## config.mk

```make
export PLATFORM = sky130hd
export DESIGN_NAME = rom_loader
export DESIGN_NICKNAME = d
export VERILOG_FILES = /design/src/rtl/hack_loader_pkg.sv /design/src/rtl/loader_timeout.sv /design/src/rtl/rom_loader.sv
export SDC_FILE = /design/constraint.sdc
export NUM_CORES = 1
export LEC_CHECK = 0
export CAP_MARGIN = 20
export CORE_ASPECT_RATIO = 1.75
export CORE_MARGIN = 4
export CORE_UTILIZATION = 53
export DETAILED_ROUTE_END_ITERATION = 8
export PLACE_DENSITY = 0.76
export SYNTH_ARGS = -nofsm -noshare
export SYNTH_HDL_FRONTEND = slang
export SYNTH_SLANG_ARGS = --single-unit
```

## constraint.sdc

```tcl
create_clock -name clk -period 3.85 [get_ports clk]
set_input_delay 0.385 -clock clk [delete_from_list [all_inputs] [get_ports clk]]
set_output_delay 0.385 -clock clk [all_outputs]
set_load 0.03 [all_outputs]
```

## src/rtl/hack_loader_pkg.sv

```systemverilog
`default_nettype none
// +----------------------------------------------------------------------+
// | hack_loader_pkg : shared state encoding and sizing for rom_loader    |
// | Rev 1.0                                                               |
// +----------------------------------------------------------------------+
package hack_loader_pkg;

   typedef enum logic [2:0] {
      S_IDLE    = 3'd0,
      S_CNT_LO  = 3'd1,
      S_DATA_HI = 3'd2,
      S_DATA_LO = 3'd3,
      S_CHK_HI  = 3'd4,
      S_CHK_LO  = 3'd5,
      S_RUN     = 3'd6,
      S_ERROR   = 3'd7
   } loader_state_e;

   localparam int unsigned ADDR_W_DEFAULT = 15;

   function automatic int unsigned max_words(input int unsigned aw);
      return 32'd1 << aw;
   endfunction

   localparam int unsigned MAX_WORDS = max_words(ADDR_W_DEFAULT);

endpackage
`default_nettype wire

```

## src/rtl/loader_timeout.sv

```systemverilog
`default_nettype none
// +----------------------------------------------------------------------+
// | loader_timeout : clearable idle counter, flags TIMEOUT_CYCLES reached |
// | Rev 1.0                                                               |
// +----------------------------------------------------------------------+
module loader_timeout #(
   parameter int unsigned TIMEOUT_CYCLES = 2_500_000
) (
   input  logic clk,
   input  logic reset,
   input  logic clear,
   input  logic enable,
   output logic expired
);
   localparam int unsigned     CNT_W = (TIMEOUT_CYCLES > 1) ? $clog2(TIMEOUT_CYCLES) : 1;
   localparam logic [CNT_W-1:0] LAST = CNT_W'(TIMEOUT_CYCLES - 1);

   logic [CNT_W-1:0] cnt_q, cnt_d;

   // Expiry is flagged one cycle early so the owner acts exactly on the limit edge.
   assign expired = enable && (cnt_q == LAST);

   always_comb begin
      cnt_d = cnt_q;
      if (clear) begin
         cnt_d = '0;
      end else if (enable && !expired) begin
         cnt_d = cnt_q + CNT_W'(1);
      end
   end

   always_ff @(posedge clk or posedge reset) begin
      if (reset) begin
         cnt_q <= '0;
      end else begin
         cnt_q <= cnt_d;
      end
   end

endmodule
`default_nettype wire

```

## src/rtl/rom_loader.sv

```systemverilog
`default_nettype none
// +----------------------------------------------------------------------+
// | rom_loader : UART byte stream -> Hack ROM writes, CPU held in reset   |
// | Optional trailing checksum: ROM_LOADER_CHECKSUM_EN.  Rev 1.0          |
// +----------------------------------------------------------------------+
module rom_loader
   import hack_loader_pkg::*;
#(
   parameter int unsigned ADDR_W         = ADDR_W_DEFAULT,
   parameter int unsigned TIMEOUT_CYCLES = 2_500_000
) (
   input  logic              clk,
   input  logic              reset,
   input  logic [7:0]        rx_data,
   input  logic              rx_valid,
   output logic              rom_we,
   output logic [ADDR_W-1:0] rom_addr,
   output logic [15:0]       rom_wdata,
   output logic              cpu_reset,
   output logic              busy,
   output logic              error,
   output logic              loaded
);
`ifdef ROM_LOADER_CHECKSUM_EN
   localparam loader_state_e S_DONE = S_CHK_HI;
`else
   localparam loader_state_e S_DONE = S_RUN;
`endif
   localparam int unsigned WORD_LIMIT = max_words(ADDR_W);

   loader_state_e     state_q, state_d;
   logic [7:0]        hi_q, hi_d;
   logic [15:0]       count_q, count_d;
   logic [15:0]       index_q, index_d;
   logic              wr_pend_q, wr_pend_d;
   logic [ADDR_W-1:0] pend_addr_q, pend_addr_d;
   logic [15:0]       pend_data_q, pend_data_d;
   logic              rom_we_q, rom_we_d;
   logic [ADDR_W-1:0] rom_addr_q, rom_addr_d;
   logic [15:0]       rom_wdata_q, rom_wdata_d;
   logic              run_q, run_d;
   logic              cpu_reset_q, cpu_reset_d;
   logic              busy_q, busy_d;
   logic              error_q, error_d;
   logic              loaded_q, loaded_d;
`ifdef ROM_LOADER_CHECKSUM_EN
   logic [15:0]       sum_q, sum_d;
`endif

   logic        in_load;
   logic        expired;
   logic [15:0] word_in;

   assign word_in = {hi_q, rx_data};
   assign in_load = (state_q == S_CNT_LO) || (state_q == S_DATA_HI) || (state_q == S_DATA_LO) ||
                    (state_q == S_CHK_HI) || (state_q == S_CHK_LO);

   loader_timeout #(
      .TIMEOUT_CYCLES (TIMEOUT_CYCLES)
   ) u_timeout (
      .clk     (clk),
      .reset   (reset),
      .clear   (rx_valid),
      .enable  (in_load),
      .expired (expired)
   );

   always_comb begin
      state_d     = state_q;
      hi_d        = hi_q;
      count_d     = count_q;
      index_d     = index_q;
      wr_pend_d   = 1'b0;
      pend_addr_d = pend_addr_q;
      pend_data_d = pend_data_q;
`ifdef ROM_LOADER_CHECKSUM_EN
      sum_d       = sum_q;
`endif
      if (rx_valid) begin
         case (state_q)
            S_IDLE, S_RUN, S_ERROR: begin
               hi_d    = rx_data;
               state_d = S_CNT_LO;
            end
            S_CNT_LO: begin
               count_d = word_in;
               index_d = '0;
`ifdef ROM_LOADER_CHECKSUM_EN
               sum_d   = '0;
`endif
               if ({16'd0, word_in} > WORD_LIMIT) state_d = S_ERROR;
               else if (word_in == 16'd0)         state_d = S_DONE;
               else                               state_d = S_DATA_HI;
            end
            S_DATA_HI: begin
               hi_d    = rx_data;
               state_d = S_DATA_LO;
            end
            S_DATA_LO: begin
               // The word is parked for one cycle so the ROM write lands a cycle after acceptance.
               wr_pend_d   = 1'b1;
               pend_addr_d = index_q[ADDR_W-1:0];
               pend_data_d = word_in;
               index_d     = index_q + 16'd1;
`ifdef ROM_LOADER_CHECKSUM_EN
               sum_d       = sum_q + word_in;
`endif
               state_d     = (index_q == count_q - 16'd1) ? S_DONE : S_DATA_HI;
            end
`ifdef ROM_LOADER_CHECKSUM_EN
            S_CHK_HI: begin
               hi_d    = rx_data;
               state_d = S_CHK_LO;
            end
            S_CHK_LO: begin
               state_d = (word_in == sum_q) ? S_RUN : S_ERROR;
            end
`endif
            default: state_d = S_IDLE;
         endcase
      end else if (expired) begin
         state_d = S_ERROR;
      end
   end

   always_comb begin
      rom_we_d    = wr_pend_q;
      rom_addr_d  = wr_pend_q ? pend_addr_q : rom_addr_q;
      rom_wdata_d = wr_pend_q ? pend_data_q : rom_wdata_q;
      busy_d      = in_load;
      error_d     = (state_q == S_ERROR);
      loaded_d    = loaded_q || (state_q == S_RUN);
      run_d       = (state_q == S_RUN);
      // Release the CPU only after a full cycle in RUN, so the final ROM write has retired.
      cpu_reset_d = !(run_q && (state_q == S_RUN));
   end

   always_ff @(posedge clk or posedge reset) begin
      if (reset) begin
         state_q     <= S_IDLE;
         hi_q        <= '0;
         count_q     <= '0;
         index_q     <= '0;
         wr_pend_q   <= 1'b0;
         pend_addr_q <= '0;
         pend_data_q <= '0;
         rom_we_q    <= 1'b0;
         rom_addr_q  <= '0;
         rom_wdata_q <= '0;
         run_q       <= 1'b0;
         cpu_reset_q <= 1'b1;
         busy_q      <= 1'b0;
         error_q     <= 1'b0;
         loaded_q    <= 1'b0;
      end else begin
         state_q     <= state_d;
         hi_q        <= hi_d;
         count_q     <= count_d;
         index_q     <= index_d;
         wr_pend_q   <= wr_pend_d;
         pend_addr_q <= pend_addr_d;
         pend_data_q <= pend_data_d;
         rom_we_q    <= rom_we_d;
         rom_addr_q  <= rom_addr_d;
         rom_wdata_q <= rom_wdata_d;
         run_q       <= run_d;
         cpu_reset_q <= cpu_reset_d;
         busy_q      <= busy_d;
         error_q     <= error_d;
         loaded_q    <= loaded_d;
      end
   end

`ifdef ROM_LOADER_CHECKSUM_EN
   always_ff @(posedge clk or posedge reset) begin
      if (reset) begin
         sum_q <= '0;
      end else begin
         sum_q <= sum_d;
      end
   end
`endif

   assign rom_we    = rom_we_q;
   assign rom_addr  = rom_addr_q;
   assign rom_wdata = rom_wdata_q;
   assign cpu_reset = cpu_reset_q;
   assign busy      = busy_q;
   assign error     = error_q;
   assign loaded    = loaded_q;

endmodule
`default_nettype wire

```

# ---- Word-level counts from Yosys, hierarchy flattened
# Cells that the tools add are included.
dict set report word_totals {
  regBits 134
  latchBits 0
  ram_bits 0
  romBits 0
  in_bits 11
  output_inout_bits 36
  elab_cells 61
  memories 0
}
dict set report classes {
  add_sub_neg 3
  mul 0
  div_mod_pow 0
  magnitude_cmp 1
  n_eq_ne 9
  shift 0
  mux 11
  n_bitwise 0
  reduce_logical 21
}
# op count
set ops {}
lappend ops {{two-way mux 22 bit} 2}
lappend ops {{case mux 16 bit (2 select lines)} 1}
lappend ops {{adder 22 x 1 -> 22 bit (second input constant)} 1}
lappend ops {{== test 22 bit (second input constant)} 1}
lappend ops {{adder 16 x 1 -> 16 bit (second input constant)} 1}
lappend ops {{== test 16 bit} 1}
lappend ops {{> comparator 16 bit (second input constant)} 1}
lappend ops {{logical NOT 16 bit} 1}
lappend ops {{subtractor 16 x 1 -> 16 bit (second input constant)} 1}
lappend ops {{two-way mux 3 bit} 5}
lappend ops {{== test 3 bit (second input constant)} 4}
lappend ops {{case mux 3 bit (4 select lines)} 1}
lappend ops {{AND reduction 2 bit} 4}
lappend ops {{== test 3 x 2 -> 1 bit (second input constant)} 2}
lappend ops {{nonzero test 2 bit} 3}
lappend ops {{logical OR 1 bit} 5}
lappend ops {{OR reduction 4 bit} 1}
lappend ops {{== test 3 x 1 -> 1 bit (second input constant)} 1}
lappend ops {{logical AND 1 bit} 3}
lappend ops {{logical NOT 3 bit} 1}
lappend ops {{OR reduction 3 bit} 1}
lappend ops {{logical NOT 1 bit} 2}
lappend ops {{two-way mux 1 bit} 2}

# ---- Depth between registers and ports, before layout
dict set report depth {
  depth_word 10
  mapped_depth 9
  mapped_depth_nobuf 8
}

# ---- Cells and area by module
# Synthesis repeated with hierarchy kept, for this count alone.
dict set report unflattened {
  hier_cells 517
  hier_area_um2 6052.1
}
# mod instances cells_each area_each_um2 seq_area_each_um2
set modules_own_cells {}
lappend modules_own_cells {rom_loader 1 387 4838.4 2803.9}
lappend modules_own_cells {loader_timeout 1 130 1213.7 550.5}

# ---- Least setup slack after synthesis
# No wires, ideal clock.
dict set report synth_timing {
  kind {reg-to-reg}
  start {register count_q[5]}
  end {register state_q[2]}
  arrival_time_ns 1.803
  required_time_ns 3.746
  setup_slack_ns 1.944
  stages_incl_launch_ff 7
  cell_sequence {dfrtp_1 -> nor4_4 -> nand4_2 -> or3_4 -> mux2i_1 -> o211ai_1 -> o41ai_2}
}
dict set report synth_between {
  elab_chain_cells 5
}
# item line
set synth_rtl {}
lappend synth_rtl {{start, declared} rom_loader.sv:33} ;# logic [15:0] count_q, count_d;
lappend synth_rtl {{start signal, assigned} rom_loader.sv:158} ;# count_q <= count_d;
lappend synth_rtl {{subtractor 16 x 1 -> 16 bit} rom_loader.sv:108} ;# state_d = (index_q == count_q - 16'd1) ? S_DONE : S_DATA_HI;
lappend synth_rtl {{== test 16 bit} rom_loader.sv:108}
lappend synth_rtl {{two-way mux 3 bit} rom_loader.sv:108}
lappend synth_rtl {{case mux 3 bit (4 select lines)} rom_loader.sv:80} ;# case (state_q)
lappend synth_rtl {{two-way mux 3 bit} rom_loader.sv:79} ;# if (rx_valid) begin
lappend synth_rtl {{end signal, assigned} rom_loader.sv:156} ;# state_q <= state_d;
lappend synth_rtl {{end, declared} rom_loader.sv:31} ;# loader_state_e state_q, state_d;
# No other way between the ends.
# A chain may end at the register's enable or synchronous reset.

# ---- Worst setup path in the final report
dict set report layout_timing {
  start {register state_q[1]}
  end {register u_timeout.cnt_q[10]}
}
dict set report layout_between {
  elab_chain_cells 9
  word_cells_on_any_way 13
}
# item line
set layout_rtl {}
lappend layout_rtl {{== test 3 x 1 -> 1 bit or == test 3 x 2 -> 1 bit (tied branches)} rom_loader.sv:55} ;# assign in_load = (state_q == S_CNT_LO) || (state_q == S_DATA_HI) || (state_q == S_DATA_LO) ||
lappend layout_rtl {{logical OR 1 bit (3 in a row)} rom_loader.sv:55}
lappend layout_rtl {{logical OR 1 bit (*)} rom_loader.sv:56} ;# (state_q == S_CHK_HI) || (state_q == S_CHK_LO);
lappend layout_rtl {{logical AND 1 bit} loader_timeout.sv:21} ;# assign expired = enable && (cnt_q == LAST);
lappend layout_rtl {{logical NOT 1 bit} loader_timeout.sv:27} ;# end else if (enable && !expired) begin
lappend layout_rtl {{logical AND 1 bit (*)} loader_timeout.sv:27}
lappend layout_rtl {{nonzero test 2 bit (no source line) (*)} -}
lappend layout_rtl {{end signal, assigned} loader_timeout.sv:36} ;# cnt_q <= cnt_d;
lappend layout_rtl {{end, declared} loader_timeout.sv:18} ;# logic [CNT_W-1:0] cnt_q, cnt_d;
# Mark *: on every way between the ends. The rest lies on a longest branch, timed or not.

==> results.yml <==
die:
  die_h_um: 151
  die_area_sq_um: 13500
  row_count: 51
  chipWidth_um: 89.6
  io-pin-count: 47
  core-area_sq_um: 11300
  start_util: 0.547
flow_run:
  max-cap-violations: 0
route:
  avgRoutedWirePerCell_um: 16.5
  firstDrtPassIters: 4
  drcViolationCount: 0
  wl_met1_um: 5090
  viasPerCell: 5.69
  wl_met3_um: 372
  vias: 4419
  drtAntennaViolNets: 0
  drtIter0Drc: 203
  wl_um: 12800
  wl_met2_um: 7010
  routed.top_layer: "met4"
finish:
  n_antenna_cell: 0
  regArea_sq_um: 3350
  nFillCells: 870
  final_cell_mix: "dfrtp_1, nand2_1, mux2_2"
  layout_commonest_cell: "dfrtp_1"
  synthToLayoutAreaGrowth_pct: 19.5
  fin_nets: 646
  drive_above_1_share: 0.154
  multi_input_area_sq_um: 2680
sta:
  finalHoldViolCount: 0
  setup_viol: 0
  timing.setup.tns_ns: 0
  worst_pin_slew_ns: 1.02
  skew_ns: 0.00744
  maxSlewHeadroom: 0.321
  fmaxAchievable_mhz: 406
  hold_slack_ns: 0.378
  fin_crit_ns: 2.46
  rsz0062_at_grt: "no"
  period_share: 0.639
  drv_slew: 0
logic_synthesis:
  yosys_warnings: 0
  ys_seq_area_frac: 0.543
  ys.flop_type: "dfrtp_1"
  synthCells: 585
  ys_types: 56
  synth_edf_count: 0
  syn_nets: 599
  avgSynthCellArea_sq_um: 10.6
  synth_seq_cells: 134
  synthArstFlopShare: 1.00
  syn_area_sq_um: 6180
grt:
  grt_pass1_vias: 4653
  grt_max_degree: 65
  grt_overflow: 0
  grt_pass1_wl_um: 22100
  grt_use_total: 0.212
  antenna_found_initial: 0
cts:
  clock-sinks: 134
  cts_made_buffers: 17
  cts_hold_buffers: 0
  root_buffer: "clkbuf_16"
  tritoncts: "yes"
  post_cts_buffers: 0
  cts_resized: 0
  cts.clk_slew.worst_paths_ns: 0.06
  clk_latency_ns: 0.42
  cts_max_level: 4
  clockBufferDepth: 2
power:
  ir_worst_vdd_mv: 0.403
  cell_internal_pwr_mw: 3.63
  seqPwrFrac: 0.409
  clkPwrFrac: 0.299
  swShare: 0.343
  leakagePower_nw: 3.31
  powerDensity_nw_per_um2: 749
  netSwitchingPower_mw: 1.89
  combPwrFrac: 0.293
hold_path:
  hp-class: "register to register"
place:
  port_buffers: 46
  gp_congestion: 0.880
  dp_hpwl_um: 8900
run_status:
  status: "complete, no violations"
worst_setup_path:
  cp_max_fo: 17
  slowest_delay_ns: 0.77
  cp-end-kind: "register"
  start_kind: "register"
  crit_chain: "or3_1 > nand2_1 > a211oi_1 > and3_1 > xnor2_1 > nor2_1"
  cpMaxStageDelayCell: "a211oi_1"
  arrival_ns: 2.75
  crit_type: "register to register"
  cp.required_ns: 4.14
-- sequential cells by signal, summed over array words and instances (netlist names) --
| name | cells |
|---|---|
| rom_addr | 15 |
| count_q | 16 |
| rom_we_d | 1 |
| index_q | 16 |
| rom_wdata | 16 |
| hi_q | 8 |
| pend_addr_q | 15 |
| pend_data_q | 16 |
| loaded | 1 |
| error | 1 |
| run_q | 1 |
| u_timeout.cnt_q | 22 |
| cpu_reset | 1 |
| busy | 1 |
| rom_we | 1 |
| state_q | 3 |
-- power groups by stage --
stage | combinational [mW] | sequential [mW] | clock (mW)
2_1_floorplan | 1.02 | 2.32 | 0
3_3_place_gp | 1.58 | 2.25 | 0
3_5_place_dp | 1.63 | 2.28 | 0
4_1_cts | 1.64 | 2.26 | 1.67
5_1_grt | 1.79 | 2.32 | 1.74
6_report | 1.62 | 2.26 | 1.65
-- metal layers --
layer,GRT usage,vias to the layer above
met4,0.0864,0
met3,0.0523,22
met2,0.368,83
li1,-,2111
met1,0.244,2203
met5,0,-
-- kinds of logic (layout without fill, tap and decap cells) --
family	after synthesis	after routing	share of synthesized area
adders and majority gates	3	3	0.00608
xor gates and xnor gates	46	46	0.0652
DFF	134	134	0.543
buffers and inverters	35	94	0.0227
and+or+nand+nor	261	261	0.208
AOI/OAI and AO/OA	44	44	0.0433
muxes	62	62	0.111
-- cell usage after synthesis, types with 2 or more instances --
cell type,number,area [sq um]
nand4b_1,4,35.0
xnor2_1,30,263
nand2_1,122,458
dfrtp_1,133,3330
a31oi_1,2,12.5
a211oi_1,2,15.0
buf_1,6,22.5
nor3_2,2,20.0
nor2_1,43,161
o22ai_1,2,12.5
o21ai_1,3,15.0
a21oi_1,12,60.1
o21ai_0,13,65.1
nor4b_1,4,35.0
buf_2,7,35.0
mux2i_1,8,80.1
nor2b_1,4,25.0
inv_1,9,33.8
a22oi_1,2,15.0
ha_1,3,37.5
nor3_1,12,60.1
nor4bb_1,3,30.0
and4_1,2,17.5
and3_1,9,56.3
nor4_1,11,68.8
nand4_1,12,75.1
clkbuf_1,12,45.0
mux2_2,48,541
mux2_1,6,67.6
xor2_1,16,140
nand3b_1,2,15.0
or3_1,5,31.3
o31ai_1,2,15.0
nand3_1,12,60.1
-- worst max-delay path, delay by kind of cell (launching register included) --
family / cells / cell delay [ns]
xor+xnor: 1 / 0.12
flops: 1 / 0.59
simple gates: 4 / 0.86
compound gates: 1 / 0.77
-- layout make-up --
| class | instances | share of cell area |
|---|---|---|
| Inverter | 10 | 0.00560 |
| Tap cell | 132 | 0.0224 |
| Clock buffer | 20 | 0.0619 |
| Timing Repair Buffer | 53 | 0.0717 |
| Sequential cell | 134 | 0.455 |
| Multi-Input combinational cell | 416 | 0.364 |
| Clock inverter | 11 | 0.0203 |
-- path summary, 6_finish.rpt --
kind                                              endpoint                   start  depth (start not counted)  slack (ns)
max reg2reg                u_timeout.cnt_q[10]$_DFFE_PP0P_  state_q[1]$_DFFE_PP0P_                          6        1.39
min in group asynchronous                 rom_we$_DFF_PP0_                   reset                          2        0.52
min reg2reg                            cpu_reset$_DFF_PP1_         run_q$_DFF_PP0_                          1        0.38
max                        u_timeout.cnt_q[10]$_DFFE_PP0P_  state_q[1]$_DFFE_PP0P_                          6        1.39
max in group asynchronous  u_timeout.cnt_q[12]$_DFFE_PP0P_                   reset                          3        2.45
min                                    cpu_reset$_DFF_PP1_         run_q$_DFF_PP0_                          1        0.38
-- through the flow --
| stage | power (mW) | cell area, sq um | setup WS (ns) | util | cells |
|---|---|---|---|---|---|
| 2_1_floorplan | 3.35 | 6180 | 1.80 | - | 585 |
| 4_1_cts | 5.57 | 7370 | 1.36 | 0.652 | 775 |
| 3_3_place_gp | 3.83 | 6760 | 1.15 | 0.599 | 744 |
| 6_report | 5.52 | 7380 | 1.39 | 0.653 | 776 |
| 3_5_place_dp | 3.90 | 6760 | 1.06 | 0.599 | 744 |
| 5_1_grt | 5.85 | 7380 | 1.15 | 0.653 | 776 |
No activity file was read; power rests on OpenSTA's default activity.
